--- config.mk ---
export PLATFORM = sky130hd
export DESIGN_NAME = if_fetch_stage
export DESIGN_NICKNAME = d
export VERILOG_FILES = /design/src/rtl/if_fetch_stage.sv
export SDC_FILE = /design/constraint.sdc
export NUM_CORES = 1
export LEC_CHECK = 0
export CORE_ASPECT_RATIO = 0.7
export CORE_UTILIZATION = 44
export DETAILED_ROUTE_END_ITERATION = 16
export PLACE_DENSITY = 0.82
export SLEW_MARGIN = 10
export SYNTH_ARGS = -nofsm -noshare
export SYNTH_HDL_FRONTEND = slang
export SYNTH_SLANG_ARGS = --single-unit
--- constraint.sdc ---
create_clock -name clk -period 1.9 [get_ports clk]
set_input_delay 0.38 -clock clk [delete_from_list [all_inputs] [get_ports clk]]
set_output_delay 0.38 -clock clk [all_outputs]
set_load 0.05 [all_outputs]
--- src/rtl/if_fetch_stage.sv ---
// RV32 instruction-fetch stage and IF/ID register: one outstanding imem request, ID stall hold buffer,
// redirect flush/drop. Optional macro FETCH_MISALIGN_CHK_EN flags misaligned redirect targets.
module if_fetch_stage #(
  parameter logic [31:0] RESET_PC = 32'h0000_0000,
  parameter logic [31:0] NOP_INS  = 32'h0000_0013
) (
  input  logic        clk,
  input  logic        rst_n,
  output logic        imem_req,
  output logic [31:0] imem_addr,
  input  logic        imem_gnt,
  input  logic        imem_rvalid,
  input  logic [31:0] imem_rdata,
  input  logic        stall_id,
  input  logic        redirect_valid,
  input  logic [31:0] redirect_pc,
  output logic [31:0] ins,
  output logic [31:0] pc_id,
  output logic        valid_id,
  output logic        fetch_misaligned
);

  typedef enum logic [1:0] {S_REQ, S_WAIT, S_HOLD, S_DROP} state_t;

  state_t      state, state_nxt;
  logic [31:0] pc_f, pc_f_nxt;
  logic [31:0] hold_buf, hold_buf_nxt;
  logic        started;
  logic        load;
  logic [31:0] load_dat;
  logic        hs;
  logic [31:0] redirect_tgt;

  assign redirect_tgt = {redirect_pc[31:2], 2'b00};
  // started keeps the request low during the first cycle after reset release
  assign imem_req     = started && (state == S_REQ);
  assign imem_addr    = pc_f;
  assign hs           = imem_req & imem_gnt;

  always_comb begin
    state_nxt    = state;
    pc_f_nxt     = pc_f;
    hold_buf_nxt = hold_buf;
    load         = 1'b0;
    load_dat     = imem_rdata;
    case (state)
      S_REQ: begin
        if (redirect_valid) begin
          pc_f_nxt  = redirect_tgt;
          state_nxt = hs ? S_DROP : S_REQ;
        end else if (hs) begin
          state_nxt = S_WAIT;
        end
      end
      S_WAIT: begin
        if (redirect_valid) begin
          pc_f_nxt  = redirect_tgt;
          state_nxt = imem_rvalid ? S_REQ : S_DROP;
        end else if (imem_rvalid && !stall_id) begin
          load      = 1'b1;
          pc_f_nxt  = pc_f + 32'd4;
          state_nxt = S_REQ;
        end else if (imem_rvalid) begin
          hold_buf_nxt = imem_rdata;
          state_nxt    = S_HOLD;
        end
      end
      S_HOLD: begin
        if (redirect_valid) begin
          pc_f_nxt  = redirect_tgt;
          state_nxt = S_REQ;
        end else if (!stall_id) begin
          load      = 1'b1;
          load_dat  = hold_buf;
          pc_f_nxt  = pc_f + 32'd4;
          state_nxt = S_REQ;
        end
      end
      S_DROP: begin
        // the in-flight word belongs to the old path; pc_f already points at the target
        if (redirect_valid) pc_f_nxt = redirect_tgt;
        if (imem_rvalid) state_nxt = S_REQ;
      end
      default: state_nxt = S_REQ;
    endcase
  end

  always_ff @(posedge clk or negedge rst_n) begin
    if (!rst_n) begin
      state    <= S_REQ;
      pc_f     <= RESET_PC;
      hold_buf <= 32'h0;
      started  <= 1'b0;
    end else begin
      state    <= state_nxt;
      pc_f     <= pc_f_nxt;
      hold_buf <= hold_buf_nxt;
      started  <= 1'b1;
    end
  end

  always_ff @(posedge clk or negedge rst_n) begin
    if (!rst_n) begin
      ins      <= NOP_INS;
      pc_id    <= 32'h0;
      valid_id <= 1'b0;
    end else if (redirect_valid) begin
      ins      <= NOP_INS;
      valid_id <= 1'b0;
    end else if (load) begin
      ins      <= load_dat;
      pc_id    <= pc_f;
      valid_id <= 1'b1;
    end else if (!stall_id) begin
      ins      <= NOP_INS;
      valid_id <= 1'b0;
    end
  end

`ifdef FETCH_MISALIGN_CHK_EN
  always_ff @(posedge clk or negedge rst_n) begin
    if (!rst_n) fetch_misaligned <= 1'b0;
    else        fetch_misaligned <= redirect_valid && (redirect_pc[1:0] != 2'b00);
  end
`else
  logic unused_pc_lo;
  assign unused_pc_lo     = ^redirect_pc[1:0];
  assign fetch_misaligned = 1'b0;
`endif

endmodule

==> impl_metrics.csv, run 1 <==
group,metric,value,unit
worst_hold_path,holdCritStartpoint,"pc_id[20]",
floorplan,die_x,142,um
clocking,cts.sinks,128,
timing,fin_setup_tns,0,ps
clocking,cts-root-buf,"clkbuf_16",
yosys,synth.area.top_cells,"dfrtp_1 52%, nand2_1 8.8%, mux2i_1 5.5%",
floorplan,rows,35,
timing,setup_slack,32.7,ps
detailed_routing,vias,5563,
global_routing,grt_max_degree,67,
timing,holdWs,474,ps
detailed_routing,routedWlPerCell,17.7,um
clocking,clk-insertion-delay-late,410,ps
worst_hold_path,whs_endpoint,"pc_id[20]",
global_routing,grt_pass1_wl,27800,um
place,dp_slack,-349,ps
timing,worstMarginPinSlew,520,ps
yosys,async_reset_ff_frac,1.00,
yosys,synth.distinct_cells,58,
clocking,path_clk_slew,60,ps
detailed_routing,drtPass1Iterations,5,
place,port_buffers,161,
timing,post-route-period-util,0.983,
setup_path,slowest_stage,"dfrtp_1",
timing,hold_violations,0,
setup_path,cp-end-kind,"flip-flop",
floorplan,start_util,0.455,
setup_path,reg2reg_slack,30,ps
clocking,clk_path_buf_depth,2,
final_layout,layout-drive-gt1-share,0.285,
timing,slew_viol_final,0,
yosys,yosys_most_used_dff,"dfrtp_1",
yosys,synthTopCellsByCount,"142 x nand2_1, 125 x dfrtp_1, 34 x o21ai_1",
detailed_routing,via_per_inst,5.50,
yosys,yosysWarnings,0,
setup_path,crit_type,"reg2reg",
power_and_ir_drop,vdd_drop_max,0.00109,V
floorplan,io_pins,169,
clocking,htreeDepth,4,
clocking,cts_buffers,17,
place,dp_hpwl,12100,um
setup_path,crit_required,2240,ps
global_routing,antenna_found_initial,0,
power_and_ir_drop,p_per_area,1600,nW/um2
yosys,synthCells,604,
yosys,syn_area_per_cell,10.0,um2
timing,fin_skew,8.38,ps
timing,setup_viol,0,
power_and_ir_drop,p_total,0.0142,W
setup_path,worstPathCellList,"inv_2 > ha_4 > nor2b_4 > a221oi_2 > buf_4 > or3_4 > o41ai_2 > a221o_1",
floorplan,die_h,100,um
yosys,synth_area_leader_cell,"dfrtp_1",
yosys,synth_most_common_cell,"nand2_1",
power_and_ir_drop,leakage,4.35,nW
timing,fin_crit,1870,ps
job,cap_violations,0,
detailed_routing,drc,0,
timing,max_slew_margin,0.655,
detailed_routing,postRouteAntennaNets,0,
setup_path,start_kind,"flip-flop",
setup_path,slowest_delay,350,ps
place,globalplace.congestion,0.900,
global_routing,grt_usage,0.254,
worst_hold_path,min_path_cells,2,
floorplan,core,13300,um2
outcome,outcome,"finished, final reports clean",
setup_path,worstPathArrival,2210,ps
yosys,synth_top_area_frac,0.516,
worst_hold_path,worstHoldPathType,"reg2reg",
yosys,synth_area,6060,um2
setup_path,r2r_cells,8,
yosys,synth-edff-count,0,
setup_path,r2r-end,"imem_addr[20]",
setup_path,path_max_fanout,6,
yosys,synth-seq-cells,128,
timing,clock.fmax,536,MHz
clocking,cts_tree,"yes",
detailed_routing,first_iter_violations,441,
timing,rsz0062_at_grt,"true",
setup_path,timing.rr.start,"state[1]",
global_routing,grt_pass1_vias,5435,
global_routing,grt-ovfl-total,0,
yosys,ys_seq_area_frac,0.529,
final_layout,nNetsFinal,889,
detailed_routing,wirelength,17900,um
final_layout,syn_to_final_growth,46.7,%
final_layout,antennaDiodeCount,0,
floorplan,die-area,14300,um2
-- stage by stage --
step            util  cells  cell area (um2)
4_1_cts        0.655   1002             8720
3_3_place_gp   0.610    969             8120
2_1_floorplan      -    608             6100
6_report       0.668   1011             8890
5_1_grt        0.668   1011             8890
3_5_place_dp   0.610    969             8120
-- critical path, delay by kind of cell (launching register included) --
kind                     cells  cell delay (ps)
flip-flops                   1              350
buffers and inverters        2              240
adder cells (fa/ha/maj)      1              310
AND/OR/NAND/NOR              2              480
AO/OA/AOI/OAI                3              420
-- layer usage --
metal | GRT usage | up-vias | wire length [um]
met1 | 0.337 | 2730 | 7730
li1 | - | 2529 | -
met3 | 0.0587 | 45 | 1370
met4 | 0.103 | 0 | 550
met2 | 0.404 | 259 | 8240
met5 | 0 | - | 0
-- cell type report --
type	count	area, um2
well taps	185	231
inverters	7	26.3
fillers	1003	4420
clock buffers	17	425
flip-flops and latches	128	3220
multi-input cells	433	2820
repair buffers	226	2030
clock inverters	15	138
-- cell usage in the layout (no fill, tap or decap), drive strengths merged, types with 5 or more instances in the layout --
cell,instances
nand3,15
nor3,8
and4,6
and3,8
conb,6
clkinvlp,5
o21ai,57
nor4,9
a31oi,5
xnor2,5
clkinv,5
buf,121
clkdlybuf4s50,66
dfrtp,125
inv,11
mux2i,33
clkbuf,17
a21oi,27
nor2,22
dlygate4sd2,38
nand2,143
ha,6
mux2,34
-- power breakdown --
part	leakage [nW]	switching (W)	internal (W)
clock network	0.264	0.00129	0.00181
logic	2.49	0.00420	0.00252
registers	1.60	0.000727	0.00365
total	4.35	0.00622	0.00799
-- cells by family (layout without fill, tap and decap cells) --
kind of cell	after synthesis	after routing	share of synthesized area
mux	67	67	0.118
simple gates	230	230	0.180
xor+xnor	7	7	0.0101
buf+inv	47	265	0.0370
fa+ha+maj	6	6	0.0124
compound gates	117	117	0.113
other cells	2	6	0.00124
flops	128	128	0.529
-- timing repair --
item	CTS	global route
hold buffers	1	0
endpoints found under the hold margin	22	0
endpoints found under the setup margin	69	80
resized for setup	53	28
pin swaps	3	9
buffers inserted	0	9
-- flip-flops by register name (all words and copies together) (netlist names) --
register,count
valid_id,1
ins,32
hold_buf,32
state,2
imem_addr,30
pc_id,30
started,1
-- how the worst max path moves through the flow --
stage	slack, ps	start	end
final	30	state[1]	imem_addr[20]
after global routing	-90	state[1]	imem_addr[18]
after CTS	1	imem_addr[10]	imem_addr[20]
after detailed placement	-350	stall_id	imem_addr[31]
after global placement	-250	stall_id	imem_addr[11]
after floorplan	-2	state[0]	imem_addr[22]
Power figures use the tool's default switching activity.
==> inputs of run 2 (changes only) <==
- CORE_UTILIZATION: 44 -> 48
- PLACE_DENSITY: 0.82 -> 0.85
- clock period: 1.9 -> 2.03 ns (I/O delays scaled with it)
==> run 2 against run 1 <==
Setup slack worse by 14 ps. Register-to-register slack about the same. Combinational power down 8.6%. Cell count down 4.5%. Sequential cell count unchanged. Global-route usage up 2.8 points. Largest cell class unchanged. Largest power group unchanged.
==> impl_metrics.csv, run 2 (synthesis gave the netlist of run 1 again) <==
group,metric,value,unit
worst_hold_path,worstHoldPathType,"in2async",
clocking,cts_buffers,17,
setup_path,path_max_fanout,2,
detailed_routing,wl_met3,1530,um
timing,worstMarginPinSlew,541,ps
final_layout,nNetsFinal,872,
clocking,clk_path_buf_depth,2,
final_layout,antennaDiodeCount,0,
final_layout,layout-drive-gt1-share,0.205,
setup_path,cp_num_buf_inv,1,
job,cap_violations,0,
timing,fin_crit,2010,ps
floorplan,die-area,13100,um2
final_layout,layout_commonest_cell,"nand2_1",
final_layout,seqCellArea,3210,um2
clocking,cts.sinks,128,
detailed_routing,routedWlPerCell,19.4,um
place,placed_cells,930,
global_routing,grt-ovfl-total,0,
power_and_ir_drop,vdd_drop_max,0.000922,V
timing,fin_skew,12.2,ps
setup_path,critPathTopFamily,"buffers and inverters",
detailed_routing,routed.top_layer,"met4",
timing,post-route-period-util,0.991,
setup_path,cp-end-kind,"primary output",
outcome,outcome,"finished, final reports clean",
place,dp_hpwl,12500,um
global_routing,grt_usage,0.282,
setup_path,start_kind,"flip-flop",
floorplan,core,12000,um2
timing,slew_viol_final,0,
final_layout,biggestRegsByFlops,"hold_buf (32), ins (32)",
floorplan,start_util,0.504,
detailed_routing,postRouteAntennaNets,0,
detailed_routing,first_iter_violations,464,
detailed_routing,drtPass1Iterations,5,
clocking,path_clk_slew,60,ps
setup_path,crit_required,1620,ps
global_routing,grt_pass1_wl,27600,um
place,port_buffers,161,
timing,max_slew_margin,0.638,
setup_path,slowest_delay,830,ps
global_routing,grt_pass1_vias,5376,
setup_path,worstPathCellList,"clkdlybuf4s50_1",
setup_path,worstPathArrival,1610,ps
clocking,cts-root-buf,"clkbuf_16",
global_routing,grt_max_degree,67,
setup_path,crit_type,"reg2out",
detailed_routing,wirelength,18700,um
detailed_routing,wl_met1,7550,um
final_layout,multi_input_area,2740,um2
power_and_ir_drop,leakage,4.22,nW
detailed_routing,dr_wl_met2,8930,um
detailed_routing,vias,5580,
floorplan,rows,33,
timing,clock.fmax,497,MHz
setup_path,slowest_stage,"clkdlybuf4s50_1",
global_routing,antenna_found_initial,0,
detailed_routing,via_per_inst,5.78,
timing,setup_viol,0,
timing,hold_violations,0,
timing,holdWs,378,ps
floorplan,die_x,136,um
place,globalplace.congestion,0.931,
floorplan,die_h,96.0,um
final_layout,n_fill_cell,792,
final_layout,syn_to_final_growth,45.4,%
clocking,htreeDepth,4,
floorplan,io_pins,169,
detailed_routing,drc,0,
power_and_ir_drop,p_per_area,1520,nW/um2
clocking,cts_tree,"yes",
final_layout,mostFrequentLayoutCells,"142 x nand2_1, 123 x dfrtp_1, 114 x clkdlybuf4s50_1",
clocking,clk-insertion-delay-late,420,ps
final_layout,instances_no_fill,966,
## run 2: changes by cell type in the layout (fill, tap and decap cells not counted), sizes merged
cell           delta
clkdlybuf4s50    +48
buf              -45
dlygate4sd2      -28
dlymetal6s2s      +8
clkbuf            +3
bufinv            +2
clkinv            -2
clkinvlp          -2
inv               -1
## run 2: timing repair
action / CTS / global route
buffers inserted: 0 / 3
resized for setup: 16 / 24
endpoints found under the setup margin: 12 / 84
pin swaps: 0 / 4
hold buffers: 1 / 0
hold endpoints to repair: 10 / 0
## run 2: final cells by class
type,count,share of cell area
multi-input cells,433,0.311
flip-flops and latches,128,0.364
clock buffers,20,0.0507
clock inverters,12,0.0179
inverters,7,0.00298
well taps,157,0.0223
repair buffers,209,0.231
## run 2: per-stage QoR
| stage | cell area, um2 | util | power [W] | setup TNS, ps | setup WS, ps |
|---|---|---|---|---|---|
| 6_report | 8810 | 0.733 | 0.0134 | 0 | 18.6 |
| 2_1_floorplan | 6080 | - | 0.00769 | 0 | 33.1 |
| 3_5_place_dp | 8070 | 0.672 | 0.00995 | -8930 | -228 |
| 3_3_place_gp | 8070 | 0.672 | 0.00973 | -3370 | -148 |
| 4_1_cts | 8700 | 0.724 | 0.0131 | 0 | 1.24 |
| 5_1_grt | 8810 | 0.733 | 0.0139 | -146 | -103 |
## run 2: routing by layer
| metal | track usage | up-vias |
|---|---|---|
| met5 | 0 | - |
| met4 | 0.141 | 0 |
| met3 | 0.0721 | 64 |
| met2 | 0.445 | 310 |
| met1 | 0.362 | 2710 |
| li1 | - | 2496 |
## run 2: path summary, 6_finish.rpt
path	endpoint	startpoint	slack, ps	cells after the start
worst max-delay path	pc_id[13]	pc_id[13]	20	1
worst min-delay path	imem_addr[12]	rst_n	380	2
worst max register to register	imem_addr[20]	state[0]	20	8
worst min register to register	pc_id[12]	pc_id[12]	480	2
max in group asynchronous	imem_addr[2]	rst_n	1040	3
min in group clk	pc_id[12]	pc_id[12]	480	2
## run 2: where the power goes
part / internal [W] / leakage (nW) / switching (W)
clock: 0.00197 / 0.287 / 0.00117
combinational: 0.00226 / 2.32 / 0.00388
sequential: 0.00340 / 1.61 / 0.000702
==> inputs of run 3 (changes only) <==
--- a/config.mk
+++ b/config.mk
@@ -7,4 +7,5 @@
 export LEC_CHECK = 0
+export ABC_AREA = 1
 export CORE_ASPECT_RATIO = 0.7
-export CORE_UTILIZATION = 48
+export CORE_UTILIZATION = 49
 export DETAILED_ROUTE_END_ITERATION = 16
--- a/constraint.sdc
+++ b/constraint.sdc
@@ -3,2 +3,2 @@
 set_output_delay 0.406 -clock clk [all_outputs]
-set_load 0.05 [all_outputs]
+set_load 0.005 [all_outputs]
==> run 3 against run 2 <==
Non-clock buffer count fell by 24. Combinational power fell by 15%. Sequential power rose by 5.9%. Maximum frequency rose by 4.8%. Via count rose by 12%. Global-route usage rose by 0.37 points. Area after synthesis rose by 6.8%. Utilization fell by 1.8 points.
==> impl_metrics.csv, run 3 <==
group,metric,value,unit
setup_path,reg2reg_slack,110,ps
final_layout,layout-drive-gt1-share,0.0931,
clocking,htreeDepth,4,
yosys,async_reset_ff_frac,1.00,
final_layout,n_fill_cell,963,
clocking,clk-insertion-delay-late,420,ps
final_layout,nNetsFinal,1073,
detailed_routing,drc,0,
global_routing,grt_usage,0.285,
yosys,synth-seq-cells,128,
yosys,synth_top_area_frac,0.483,
timing,rsz0062_at_grt,"false",
yosys,synth_area,6470,um2
power_and_ir_drop,p_sw_frac,0.375,
detailed_routing,wirelength,18400,um
timing,post-route-period-util,0.945,
global_routing,antenna_found_initial,0,
clocking,clk_path_buf_depth,2,
setup_path,crit_required,2320,ps
clocking,cts.sinks,128,
timing,clock.fmax,521,MHz
job,cap_violations,0,
global_routing,grt_pass1_wl,30400,um
timing,fin_setup_tns,0,ps
floorplan,die_h,98.2,um
yosys,synthTopCellsByCount,"235 x nand2_1, 125 x dfrtp_1, 102 x nor2_1",
floorplan,rows,34,
yosys,yosysWarnings,0,
detailed_routing,first_iter_violations,560,
setup_path,path_max_fanout,60,
place,port_buffers,161,
setup_path,crit_type,"reg2reg",
power_and_ir_drop,pwr-share-clk,0.250,
setup_path,cp-end-kind,"flip-flop",
clocking,cts-root-buf,"clkbuf_16",
yosys,synth.distinct_cells,36,
clocking,cts_buffers,17,
floorplan,die_x,139,um
global_routing,grt_max_degree,61,
clocking,path_clk_slew,60,ps
timing,fin_crit,1920,ps
final_layout,seqCellArea,3210,um2
floorplan,core,12600,um2
power_and_ir_drop,p_sw,0.00477,W
detailed_routing,via_per_inst,5.32,
yosys,ys_seq_area_frac,0.495,
yosys,syn_area_per_cell,7.80,um2
power_and_ir_drop,p_total,0.0127,W
final_layout,mostFrequentLayoutCells,"234 x nand2_1, 159 x clkdlybuf4s50_1, 125 x dfrtp_1",
yosys,synth_area_leader_cell,"dfrtp_1",
floorplan,die-area,13700,um2
power_and_ir_drop,internal_power,0.00795,W
detailed_routing,postRouteAntennaNets,0,
timing,fin_skew,10.1,ps
power_and_ir_drop,vdd_drop_max,0.000854,V
final_layout,layout_commonest_cell,"nand2_1",
final_layout,multi_input_area,2780,um2
setup_path,worstPathArrival,2210,ps
yosys,synthCells,830,
yosys,synth_most_common_cell,"nand2_1",
clocking,cts_tree,"yes",
place,dp_hpwl,13000,um
timing,setup_viol,0,
detailed_routing,drtPass1Iterations,6,
power_and_ir_drop,leakage,4.29,nW
setup_path,start_kind,"flip-flop",
final_layout,antennaDiodeCount,0,
global_routing,grt-ovfl-total,0,
timing,slew_viol_final,0,
global_routing,grt_pass1_vias,6087,
final_layout,biggestRegsByFlops,"hold_buf (32), ins (32)",
final_layout,syn_to_final_growth,39.6,%
yosys,synth.area.top_cells,"dfrtp_1 48%, nand2_1 14%, o21ai_0 6.6%",
detailed_routing,vias,6235,
power_and_ir_drop,seqPwrFrac,0.341,
yosys,yosys_most_used_dff,"dfrtp_1",
power_and_ir_drop,p_per_area,1410,nW/um2
detailed_routing,routedWlPerCell,15.7,um
power_and_ir_drop,power_frac_comb,0.409,
outcome,outcome,"finished, final reports clean",
worst_hold_path,worstHoldPathType,"reg2reg",
place,globalplace.congestion,0.970,
floorplan,io_pins,169,
yosys,synth-edff-count,0,
timing,hold_violations,0,
floorplan,start_util,0.512,
-- run 3: cell count changes after synthesis, moves of 23 or more --
cell / delta
nand2_1: +93
a22o_1: +24
o21ai_1: -28
mux2i_1: -33
o21ai_0: +62
nand3_1: +25
nor2_1: +81
inv_1: +71
mux2_2: -23
-- run 3: kinds of logic after synthesis --
| group | Yosys count | share of synthesized area |
|---|---|---|
| compound gates | 158 | 0.141 |
| xor+xnor | 3 | 0.00406 |
| fa+ha+maj | 6 | 0.0116 |
| buf+inv | 122 | 0.0804 |
| flops | 128 | 0.495 |
| mux | 4 | 0.00696 |
| other cells | 2 | 0.00116 |
| simple gates | 407 | 0.260 |
-- run 3: repair_timing --
item                                   in CTS  in global routing
endpoints found under the hold margin      25                  0
hold buffers                                1                  0
cloned                                      0                  0
setup endpoints to repair                   1                  1
resized for setup                           4                  2
buffers inserted                            3                  3
-- run 3: path summary, 6_finish.rpt --
| kind | start | to | cells after the start |
|---|---|---|---|
| setup / recovery | state[0] | pc_id[18] | 10 |
| setup reg to reg | state[0] | pc_id[18] | 10 |
| min in group asynchronous | rst_n | hold_buf[15] | 2 |
| max in group asynchronous | rst_n | pc_id[31] | 3 |
| hold / removal | ins[7] | ins[7] | 1 |
| hold reg to reg | ins[7] | ins[7] | 1 |
-- run 3: layer usage --
metal / track usage / vias to the layer above / routed length (um)
li1: - / 2985 / -
met1: 0.395 / 2932 / 8040
met2: 0.443 / 281 / 8470
met3: 0.0603 / 37 / 1440
met4: 0.107 / 0 / 469
met5: 0 / - / 0
-- run 3: through the flow --
| stage | worst slack [ps] | std cells | utilization | cell area (um2) | hold slack [ps] |
|---|---|---|---|---|---|
| after detailed placement | 26.6 | 1133 | 0.661 | 8350 | 363 |
| after global routing | 1.81 | 1172 | 0.715 | 9040 | 502 |
| after global placement | 79.7 | 1133 | 0.661 | 8350 | 359 |
| after CTS | 1.26 | 1169 | 0.713 | 9010 | 458 |
| final | 111 | 1172 | 0.715 | 9040 | 482 |
| after floorplan | 424 | 834 | - | 6490 | 110 |
-- run 3: power groups by stage --
stage / registers (W) / logic [W] / clock network [W]
global placement: 0.00431 / 0.00480 / 0
finish: 0.00434 / 0.00520 / 0.00318
detailed placement: 0.00434 / 0.00500 / 0
global route: 0.00445 / 0.00576 / 0.00333
CTS: 0.00431 / 0.00514 / 0.00322
floorplan: 0.00420 / 0.00262 / 0
-- run 3: final cells by class --
type | instances | share of cell area
clock buffers | 19 | 0.0490
clock inverters | 13 | 0.0194
inverters | 81 | 0.0336
multi-input cells | 584 | 0.307
flip-flops and latches | 128 | 0.355
well taps | 162 | 0.0224
repair buffers | 185 | 0.214
-- run 3: worst max-delay path, cell delays in order (launching register included) --
cell and delay, ps:
dfrtp_1 390, inv_2 100, buf_4 110, buf_4 110, ha_1 330, nand2_2 130, o21ai_1 120, nand2_2 110
buf_12 190, nand2_1 100, o21ai_0 80
